**config.mk**
```make
export PLATFORM = sky130hd
export DESIGN_NAME = mem_stage_flat
export DESIGN_NICKNAME = d
export VERILOG_FILES = /design/src/rtl/mem_stage_if.sv /design/src/rtl/mem_stage.sv /design/src/flat_wrapper.sv
export SDC_FILE = /design/constraint.sdc
export NUM_CORES = 1
export LEC_CHECK = 0
export BUFFER_PORTS_ARGS = -buffer_cell sky130_fd_sc_hd__buf_4
export CORE_AREA = 2 2 113 115
export CTS_CLUSTER_SIZE = 24
export DETAILED_ROUTE_END_ITERATION = 12
export DIE_AREA = 0 0 115 117
export GPL_ROUTABILITY_DRIVEN = 0
export PLACE_DENSITY_LB_ADDON = 0.05
export RECOVER_POWER = 50
export SLEW_MARGIN = 20
export SYNTH_ARGS = -nofsm -noshare
export SYNTH_HDL_FRONTEND = slang
export SYNTH_SLANG_ARGS = --single-unit
export TNS_END_PERCENT = 20
```
**constraint.sdc**
```tcl
create_clock -name clk -period 4.75 [get_ports clk]
set_input_delay 0.475 -clock clk [delete_from_list [all_inputs] [get_ports clk]]
set_output_delay 0.475 -clock clk [all_outputs]
set_load 0.03 [all_outputs]
```
**src/rtl/mem_stage_if.sv**
```systemverilog
// Memory-buffer side of the MEM stage: held-level read/write requests out,
// zero-extended load data and the one-cycle done pulse back.
interface mem_stage_if #(
   parameter int ADDR_W = 17,
   parameter int DATA_W = 32
);
   logic [1:0]        mem_read_req;
   logic [1:0]        mem_write_req;
   logic [ADDR_W-1:0] mem_addr_o;
   logic [DATA_W-1:0] mem_write_data;
   logic [DATA_W-1:0] mem_data_i;
   logic              mem_data_enable;

   modport master (
      output mem_read_req, mem_write_req, mem_addr_o, mem_write_data,
      input  mem_data_i, mem_data_enable
   );

   modport slave (
      input  mem_read_req, mem_write_req, mem_addr_o, mem_write_data,
      output mem_data_i, mem_data_enable
   );
endinterface

```
**src/rtl/mem_stage.sv**
```systemverilog
// Pipeline MEM stage: turns EX load/store ops into byte-serial buffer requests.
// Optional macro MEM_STAGE_MISALIGN_EN: reject misaligned half/word accesses, flag on misalign_o.
module mem_stage #(
   parameter int ADDR_W = 17,
   parameter int DATA_W = 32
) (
   input  logic              clk,
   input  logic              rst,
   input  logic              ex_valid,
   input  logic              ex_load,
   input  logic              ex_store,
   input  logic [2:0]        ex_funct3,
   input  logic [31:0]       ex_addr,
   input  logic [DATA_W-1:0] ex_store_data,
   input  logic [4:0]        ex_wd,
   input  logic              ex_wreg,
   input  logic [DATA_W-1:0] ex_wdata,
   mem_stage_if.master       mem,
   output logic              wb_valid,
   output logic [4:0]        wb_wd,
   output logic              wb_wreg,
   output logic [DATA_W-1:0] wb_wdata,
`ifdef MEM_STAGE_MISALIGN_EN
   output logic              misalign_o,
`endif
   output logic              stall_req
);

   typedef enum logic [1:0] {IDLE, BUSY_LD, BUSY_ST} state_t;

   state_t            state_q, state_d;
   logic [1:0]        rd_req_q, rd_req_d;
   logic [1:0]        wr_req_q, wr_req_d;
   logic [ADDR_W-1:0] addr_q, addr_d;
   logic [DATA_W-1:0] st_data_q, st_data_d;
   logic [2:0]        funct3_q, funct3_d;
   logic [4:0]        ld_wd_q, ld_wd_d;
   logic              ld_wreg_q, ld_wreg_d;
   logic              wb_valid_q, wb_valid_d;
   logic [4:0]        wb_wd_q, wb_wd_d;
   logic              wb_wreg_q, wb_wreg_d;
   logic [DATA_W-1:0] wb_wdata_q, wb_wdata_d;
   logic              misalign_q, misalign_d;

   logic              ld_ok, st_ok, misaligned;
   logic [1:0]        size_code;
   logic [DATA_W-1:0] ld_ext;
   logic              unused_addr_bits;

   assign unused_addr_bits = ^ex_addr[31:ADDR_W];

   assign ld_ok = ex_load & ~ex_store &
                  ((ex_funct3 == 3'b000) | (ex_funct3 == 3'b001) | (ex_funct3 == 3'b010) |
                   (ex_funct3 == 3'b100) | (ex_funct3 == 3'b101));
   assign st_ok = ex_store & ~ex_load &
                  ((ex_funct3 == 3'b000) | (ex_funct3 == 3'b001) | (ex_funct3 == 3'b010));
   // funct3[1:0] 00/01/10 maps onto request codes 01/10/11
   assign size_code = ex_funct3[1:0] + 2'd1;

`ifdef MEM_STAGE_MISALIGN_EN
   assign misaligned = ((ex_funct3[1:0] == 2'b01) & ex_addr[0]) |
                       ((ex_funct3[1:0] == 2'b10) & (ex_addr[1:0] != 2'b00));
`else
   assign misaligned = 1'b0;
`endif

   always_comb begin
      ld_ext = mem.mem_data_i;
      case (funct3_q)
         3'b000:  ld_ext = {{(DATA_W-8){mem.mem_data_i[7]}}, mem.mem_data_i[7:0]};
         3'b001:  ld_ext = {{(DATA_W-16){mem.mem_data_i[15]}}, mem.mem_data_i[15:0]};
         3'b100:  ld_ext = {{(DATA_W-8){1'b0}}, mem.mem_data_i[7:0]};
         3'b101:  ld_ext = {{(DATA_W-16){1'b0}}, mem.mem_data_i[15:0]};
         default: ld_ext = mem.mem_data_i;
      endcase
   end

   always_comb begin
      state_d    = state_q;
      rd_req_d   = rd_req_q;
      wr_req_d   = wr_req_q;
      addr_d     = addr_q;
      st_data_d  = st_data_q;
      funct3_d   = funct3_q;
      ld_wd_d    = ld_wd_q;
      ld_wreg_d  = ld_wreg_q;
      wb_valid_d = 1'b0;
      wb_wd_d    = wb_wd_q;
      wb_wreg_d  = wb_wreg_q;
      wb_wdata_d = wb_wdata_q;
      misalign_d = 1'b0;
      case (state_q)
         IDLE: begin
            if (!ex_valid) begin
               wb_wreg_d = 1'b0;
            end else if ((ld_ok | st_ok) && !misaligned) begin
               addr_d    = ex_addr[ADDR_W-1:0];
               funct3_d  = ex_funct3;
               ld_wd_d   = ex_wd;
               ld_wreg_d = ex_wreg;
               wb_wreg_d = 1'b0;
               if (ld_ok) begin
                  rd_req_d = size_code;
                  state_d  = BUSY_LD;
               end else begin
                  wr_req_d  = size_code;
                  st_data_d = ex_store_data;
                  state_d   = BUSY_ST;
               end
            end else begin
               // ALU op passes through; rejected memory ops pass through without a write
               wb_valid_d = 1'b1;
               wb_wd_d    = ex_wd;
               wb_wreg_d  = ex_wreg & ~ex_load & ~ex_store;
               wb_wdata_d = ex_wdata;
               misalign_d = ld_ok | st_ok;
            end
         end
         BUSY_LD, BUSY_ST: begin
            if (mem.mem_data_enable) begin
               rd_req_d   = 2'b00;
               wr_req_d   = 2'b00;
               state_d    = IDLE;
               wb_valid_d = 1'b1;
               wb_wd_d    = ld_wd_q;
               if (state_q == BUSY_LD) begin
                  wb_wreg_d  = ld_wreg_q;
                  wb_wdata_d = ld_ext;
               end else begin
                  wb_wreg_d  = 1'b0;
                  wb_wdata_d = '0;
               end
            end
         end
         default: state_d = IDLE;
      endcase
   end

   always_ff @(posedge clk or posedge rst) begin
      if (rst) begin
         state_q    <= IDLE;
         rd_req_q   <= '0;
         wr_req_q   <= '0;
         addr_q     <= '0;
         st_data_q  <= '0;
         funct3_q   <= '0;
         ld_wd_q    <= '0;
         ld_wreg_q  <= 1'b0;
         wb_valid_q <= 1'b0;
         wb_wd_q    <= '0;
         wb_wreg_q  <= 1'b0;
         wb_wdata_q <= '0;
         misalign_q <= 1'b0;
      end else begin
         state_q    <= state_d;
         rd_req_q   <= rd_req_d;
         wr_req_q   <= wr_req_d;
         addr_q     <= addr_d;
         st_data_q  <= st_data_d;
         funct3_q   <= funct3_d;
         ld_wd_q    <= ld_wd_d;
         ld_wreg_q  <= ld_wreg_d;
         wb_valid_q <= wb_valid_d;
         wb_wd_q    <= wb_wd_d;
         wb_wreg_q  <= wb_wreg_d;
         wb_wdata_q <= wb_wdata_d;
         misalign_q <= misalign_d;
      end
   end

   assign mem.mem_read_req   = rd_req_q;
   assign mem.mem_write_req  = wr_req_q;
   assign mem.mem_addr_o     = addr_q;
   assign mem.mem_write_data = st_data_q;
   assign wb_valid           = wb_valid_q;
   assign wb_wd              = wb_wd_q;
   assign wb_wreg            = wb_wreg_q;
   assign wb_wdata           = wb_wdata_q;
   assign stall_req          = (state_q != IDLE);
`ifdef MEM_STAGE_MISALIGN_EN
   assign misalign_o         = misalign_q;
`else
   logic unused_misalign;
   assign unused_misalign = misalign_q;
`endif

endmodule

```
**src/flat_wrapper.sv**
```systemverilog
// flat-port wrapper written by rule: the top's interface ports become plain ports
module mem_stage_flat 
#(
   parameter int ADDR_W = 17,
   parameter int DATA_W = 32
)
  (clk, rst, ex_valid, ex_load, ex_store, ex_funct3, ex_addr, ex_store_data, ex_wd, ex_wreg, ex_wdata, wb_valid, wb_wd, wb_wreg, wb_wdata, stall_req, mem_mem_read_req, mem_mem_write_req, mem_mem_addr_o, mem_mem_write_data, mem_mem_data_i, mem_mem_data_enable);
  mem_stage_if #(.ADDR_W(ADDR_W), .DATA_W(DATA_W)) mem_i ();
  input  logic clk;
  input  logic rst;
  input  logic ex_valid;
  input  logic ex_load;
  input  logic ex_store;
  input  logic [2:0] ex_funct3;
  input  logic [31:0] ex_addr;
  input  logic [DATA_W-1:0] ex_store_data;
  input  logic [4:0] ex_wd;
  input  logic ex_wreg;
  input  logic [DATA_W-1:0] ex_wdata;
  output logic wb_valid;
  output logic [4:0] wb_wd;
  output logic wb_wreg;
  output logic [DATA_W-1:0] wb_wdata;
  output logic stall_req;
  output wire logic [$bits(mem_i.mem_read_req)-1:0] mem_mem_read_req;
  output wire logic [$bits(mem_i.mem_write_req)-1:0] mem_mem_write_req;
  output wire logic [$bits(mem_i.mem_addr_o)-1:0] mem_mem_addr_o;
  output wire logic [$bits(mem_i.mem_write_data)-1:0] mem_mem_write_data;
  input wire logic [$bits(mem_i.mem_data_i)-1:0] mem_mem_data_i;
  input wire logic [$bits(mem_i.mem_data_enable)-1:0] mem_mem_data_enable;
  assign mem_mem_read_req = mem_i.mem_read_req;
  assign mem_mem_write_req = mem_i.mem_write_req;
  assign mem_mem_addr_o = mem_i.mem_addr_o;
  assign mem_mem_write_data = mem_i.mem_write_data;
  assign mem_i.mem_data_i = mem_mem_data_i;
  assign mem_i.mem_data_enable = mem_mem_data_enable;
  mem_stage #(.ADDR_W(ADDR_W), .DATA_W(DATA_W)) u_core (.clk(clk), .rst(rst), .ex_valid(ex_valid), .ex_load(ex_load), .ex_store(ex_store), .ex_funct3(ex_funct3), .ex_addr(ex_addr), .ex_store_data(ex_store_data), .ex_wd(ex_wd), .ex_wreg(ex_wreg), .ex_wdata(ex_wdata), .mem(mem_i), .wb_valid(wb_valid), .wb_wd(wb_wd), .wb_wreg(wb_wreg), .wb_wdata(wb_wdata), .stall_req(stall_req));
endmodule
```
# After elaboration in Yosys (flattened, before gate mapping)
# Index checks and enable logic that the tools add are counted.
# W data, S select, Z words.
[totals]
output_inout_bits = 93
word_cells = 87
register_bits = 103
input_bits = 143
[classes]
add_sub_neg = 1
n_mux = 32
reduce_logical = 13
bitwise_logic = 14
eq_ne = 15
[op_table]
columns = ["op", "n"]
rows = [
  ["$mux W32", 4],
  ["$pmux W32 S4", 1],
  ["$pmux W32 S2", 1],
  ["$mux W2", 10],
  ["$mux W5", 3],
  ["$eq A3 B3 Y1 const B", 4],
  ["$pmux W2 S2", 3],
  ["$pmux W5 S2", 1],
  ["$reduce_and A5 Y1", 2],
  ["$ne A2 B2 Y1 const B", 4],
  ["$reduce_and A4 Y1", 2],
  ["$mux W1", 7],
  ["$and A1 B1 Y1", 6],
  ["$eq A3 B1 Y1 const B", 2],
  ["$logic_not A3 Y1", 2],
  ["$reduce_and A3 Y1", 2],
  ["$or A1 B1 Y1", 5],
  ["$ne A2 B1 Y1 const B", 2],
  ["$pmux W1 S2", 2],
  ["$reduce_bool A2 Y1", 2],
  ["$eq A3 B2 Y1 const B", 1],
  ["$not A1 Y1", 3],
  ["$add A2 B1 Y2 const B", 1],
  ["$eq A2 B1 Y1 const B", 1],
  ["other kinds (4)", 4],
]

# Logic depth before layout (Yosys ltp)
[logic_depth]
word_depth = 10
mapped_depth = 9

# Least setup slack after synthesis
# No wires, ideal clock.
[synth_timing]
kind = "reg-to-reg"
start = "reg u_core.state_q[0]"
end = "reg u_core.wb_wd_q[0] (netlist: u_core.wb_wd[0])"
arrival_time_ps = 1888
path_stages_with_launch = 9
setup_slack_ps = 2737
path_buffers = 2
cell_sequence = "dfrtp_1 -> inv_1 -> ha_1 -> inv_1 -> o22ai_1 -> nand3b_1 -> buf_6 -> buf_12 -> mux2_4"
[synth_between]
elab_chain_len = 4
[synth_lines]
columns = ["element", "line", "source"]
rows = [
  ["start, declared", "mem_stage.sv:31", "state_t state_q, state_d;"],
  ["start signal, assigned", "mem_stage.sv:155", "state_q <= state_d;"],
  ["$eq A2 B2 Y1 or $eq A2 B1 Y1 (tied branches)", "mem_stage.sv:92", "case (state_q)"],
  ["$reduce_or A2 Y1", "mem_stage.sv:92", ""],
  ["$ne A2 B2 Y1 (no line) or $reduce_bool A2 Y1 (tied branches)", "n/a", ""],
  ["$reduce_and A4 Y1 (no line)", "n/a", ""],
  ["end signal, assigned", "mem_stage.sv:164", "wb_wd_q <= wb_wd_d;"],
  ["end, declared", "mem_stage.sv:40", "logic [4:0] wb_wd_q, wb_wd_d;"],
]
# Parallel ways exist; a longest one is shown, timed or not.
# A chain may end at the register's enable or synchronous reset.

# Final worst setup path
[layout_timing]
start = "reg u_core.state_q[0]"
end = "reg u_core.wb_wdata_q[26] (netlist: u_core.wb_wdata[26])"
[layout_between]
elab_chain_len = 4
[layout_lines]
columns = ["element", "line", "source"]
rows = [
  ["$eq A2 B2 Y1 or $eq A2 B1 Y1 (tied branches)", "mem_stage.sv:92, mem_stage.sv:126", ""],
  ["$reduce_or A2 Y1 or $mux W32 (tied branches)", "mem_stage.sv:92, mem_stage.sv:126", ""],
  ["$ne A2 B2 Y1 (no line), or another cell as far along", "n/a", ""],
  ["$reduce_and A4 Y1 (no line) or $pmux W32 S2 (tied branches)", "n/a", ""],
  ["end signal, assigned", "mem_stage.sv:166", "wb_wdata_q <= wb_wdata_d;"],
  ["end, declared", "mem_stage.sv:42", "logic [DATA_W-1:0] wb_wdata_q, wb_wdata_d;"],
]
# Parallel ways exist; a longest one is shown, timed or not. The select of a mux whose other input is x is not followed.

==> qor.txt <==
Post-route minimum period: 3.33 ns
Post-Syn Area: 4790 um2
Resize count post-CTS: 0
CP required: 4.98 ns
First-pass GRT wire length: 18200 um
Avg WL per Cell: 17.0 um
Largest family of logic cells by synthesized area: multiplexers
Initial antenna violation count: 0
Switching share of power: 42.7%
Mux share of post-synthesis cell area: 26.1%
Hold crit path type: primary input to flop
Failing checks: max-capacitance violations, max-slew violations
Die ar.: 13500 um2
CP Capture Point: u_core.wb_wdata[26]
Overall die height: 117 um
Cts hold-fix bufs: 0
Final hold vios: 0
Int Power: 2.70 mW
Yosys Warn Count: 0
CP max stage delay: 0.63 ns
Via/cell ratio: 5.02
Layout area overhead: 36.1%
Std-Cell Rows: 41
Post-CTS Setup Repair Bufs: 0
Final Cell Area: 6510 um2
Fillers: 1175
Antenna viol nets, final: 0
Layout net count: 710
Yosys reg bits: 103
Synth Area in Compound Gates: 9.23%
Clock skew: 0.00644 ns
Relative slew slack: -113%
Instance count on the critical path: 7
Die Wd: 115 um
Crit-path cells: inv_1 -> ha_1 -> inv_1 -> o22ai_1 -> nand3b_1 -> buf_4 -> mux2_2
Worst Reg2Reg Path Length in Cells: 7
Placed Area: 6510 um2
Net switching power figure: 2.01 mW
CTS max path bufs: 2
Pleak: 3.14 nW
Final hold slack: 0.363 ns
Slew @ Worst Pin: 3.18 ns
Clock transition at the registers of the reported paths: 0.07 ns
Max H-tree Level: 3
WP buf/inv: 3
Final WL: 12200 um
Clock root buffer: clkbuf_16
Largest net degree at the start of global routing: 73
Initial DRC Count: 128
Ratio of cells with drive above 1 in the final layout: 46.5%
Startpoint types: flop
Crit path max-delay cell type: inv_1
WS Path Type: flop to flop
Final Cycle Share: 70.1%
CP arrival: 3.55 ns
Initial Util: 38.9%
CP Launch Point: u_core.state_q[0]
Reg2reg start: u_core.state_q[0]
Mapped Cells: 347
Fin Setup TNS: 0 ns
Number of buffers created by CTS: 9
Tot GR Track Use: 17.6%
Hpwl dp: 8870 um
Synth Area in Simple Gates: 5.59%
Net Count, Synth: 496
Via count: 3593
Port Buf Inserts: 220
CP delay by family, top: buffers and inverters
Grt ovf: 0
Vias in the first global route: 3535
Worst-Skew Late Latency: 0.34 ns
Sequential share of power: 32.9%
Clock share of power: 15.5%
Fmax: 300 MHz
Ant diodes: 0
Combinational fraction of design power: 51.6%
Power Dens Cells: 723 nW/um2
Distinct cells, synth: 36
RSZ-0062 raised after global routing: false
CP endpoint kind: flop
Residual DRC: 0
Setup slack, reg-to-reg: 1.42 ns
Core ar.: 12300 um2
Post-Synth Adder-Cell Area: 1.57%
CTS tree: built
Crit-path max FO: 33
Setup violations, final: 0
Top cell by count, worst path: inv_1
VDD IR max: 0.317 mV
IO Pins: 236
XOR/XNOR Fraction of Synth Area: 0%
Slew Limit Fails: 73
CTS Sinks: 103
FF-to-FF End: u_core.wb_wdata[26]
Synthesized area per cell: 13.8 um2
Run status: finished, violations left
Sequential area share after synthesis: 53.9%
Pre-antenna DRT Iters: 4
Max Cap Viol: 1
[area by class of cell]
cell class / instances / area, um2 / share of cell area (%)
Clock buffer: 13 / 250 / 3.84
Clock inverter: 3 / 42.5 / 0.653
Multi-Input combinational cell: 215 / 2030 / 31.2
Tap cell: 150 / 188 / 2.88
Sequential cell: 103 / 2580 / 39.6
Timing Repair Buffer: 224 / 1390 / 21.3
Inverter: 8 / 31.3 / 0.480
[worst min-delay path by stage]
stage          cells past startpoint                            end              start
3_5_place_dp                       1              u_core.ld_wd_q[4]  u_core.ld_wd_q[4]
4_1_cts                            2  u_core.mem.mem_write_data[22]  ex_store_data[22]
6_report                           2      u_core.mem.mem_addr_o[10]        ex_addr[10]
2_1_floorplan                      1              u_core.ld_wd_q[0]  u_core.ld_wd_q[0]
5_1_grt                            2       u_core.mem.mem_addr_o[8]         ex_addr[8]
3_3_place_gp                       1              u_core.ld_wd_q[1]  u_core.ld_wd_q[1]
[state kept, by name, summed over array words and instances, names as in the netlist, 2 cells and up]
name,flops
u_core.funct3_q,3
u_core.ld_wd_q,5
u_core.mem.mem_addr_o,17
u_core.mem.mem_read_req,2
u_core.mem.mem_write_data,32
u_core.mem.mem_write_req,2
u_core.state_q,2
u_core.wb_wd,5
u_core.wb_wdata,32
[layout by cell type, fill, tap and decap left out, types with 2 or more instances in the layout]
cell,netlist,layout
buf_4,2,145
dfrtp_1,103,103
clkbuf_1,14,81
mux2_2,71,71
mux2_4,30,30
nand2_1,19,19
a22o_1,16,16
a22oi_1,16,16
nand2b_1,9,9
o21ai_0,9,9
clkbuf_16,0,9
inv_1,8,7
ha_1,6,6
and2_1,5,5
nor2_1,4,4
a221o_1,4,4
nor2b_1,2,2
nand4_1,2,2
a31oi_1,2,2
a21o_1,2,2
nand3_1,2,2
nor4b_1,2,2
a21oi_1,2,2
and3_1,2,2
[metrics by stage]
step           utilization [%]  worst slack, ns  power [mW]  instances
6_report                  52.9             1.42        4.71        716
5_1_grt                   52.9             1.20        4.99        716
4_1_cts                   55.3             1.39        5.06        716
3_5_place_dp              52.9             1.41        4.29        700
3_3_place_gp              52.9             1.45        4.24        700
2_1_floorplan                -             1.57        3.41        347
[power by group through the flow]
| stage | Combinational (mW) | Clock, mW | Sequential, mW |
|---|---|---|---|
| global route | 2.58 | 0.801 | 1.61 |
| global placement | 2.69 | 0 | 1.55 |
| CTS | 2.74 | 0.763 | 1.56 |
| detailed placement | 2.73 | 0 | 1.57 |
| finish | 2.43 | 0.732 | 1.55 |
| floorplan | 1.13 | 0 | 2.28 |
[cell families (layout without fill, tap and decap cells)]
family / after synthesis / in the layout
flip-flops: 103 / 103
AND/OR/NAND/NOR: 51 / 51
multiplexers: 101 / 101
buffers and inverters: 29 / 248
AO/OA/AOI/OAI: 57 / 57
adder cells (fa/ha/maj): 6 / 6
[synth_stat cells]
| master | number | share of area [%] |
|---|---|---|
| a211oi_1 | 1 | 0.16 |
| a21o_1 | 2 | 0.31 |
| a21oi_1 | 2 | 0.21 |
| a21oi_4 | 1 | 0.34 |
| a221o_1 | 4 | 0.84 |
| a22o_1 | 16 | 2.9 |
| a22oi_1 | 16 | 2.5 |
| a31oi_1 | 2 | 0.26 |
| and2_1 | 5 | 0.65 |
| and3_1 | 2 | 0.26 |
| buf_12 | 3 | 1.3 |
| buf_2 | 1 | 0.10 |
| buf_4 | 2 | 0.31 |
| buf_6 | 1 | 0.24 |
| clkbuf_1 | 14 | 1.1 |
| dfrtp_1 | 103 | 54 |
| ha_1 | 6 | 1.6 |
| inv_1 | 8 | 0.63 |
| mux2_2 | 71 | 17 |
| mux2_4 | 30 | 9.4 |
| nand2_1 | 19 | 1.5 |
| nand2b_1 | 9 | 1.2 |
| nand3_1 | 2 | 0.21 |
| nand3b_1 | 1 | 0.16 |
| nand4_1 | 2 | 0.26 |
| nor2_1 | 4 | 0.31 |
| nor2b_1 | 2 | 0.26 |
| nor3_1 | 1 | 0.10 |
| nor3b_1 | 1 | 0.16 |
| nor4b_1 | 2 | 0.37 |
| o2111ai_1 | 1 | 0.18 |
| o211ai_2 | 1 | 0.26 |
| o21a_1 | 1 | 0.16 |
| o21ai_0 | 9 | 0.94 |
| o22ai_1 | 1 | 0.13 |
| or3b_1 | 1 | 0.18 |
[per-layer routing]
metal	vias up	share of wire, %	track usage [%]
li1	1683	-	-
met1	1754	43	22.3
met2	141	47	28.1
met3	15	8.1	5.36
met4	0	1.9	7.47
met5	-	0	0
Power figures use the tool's default switching activity.
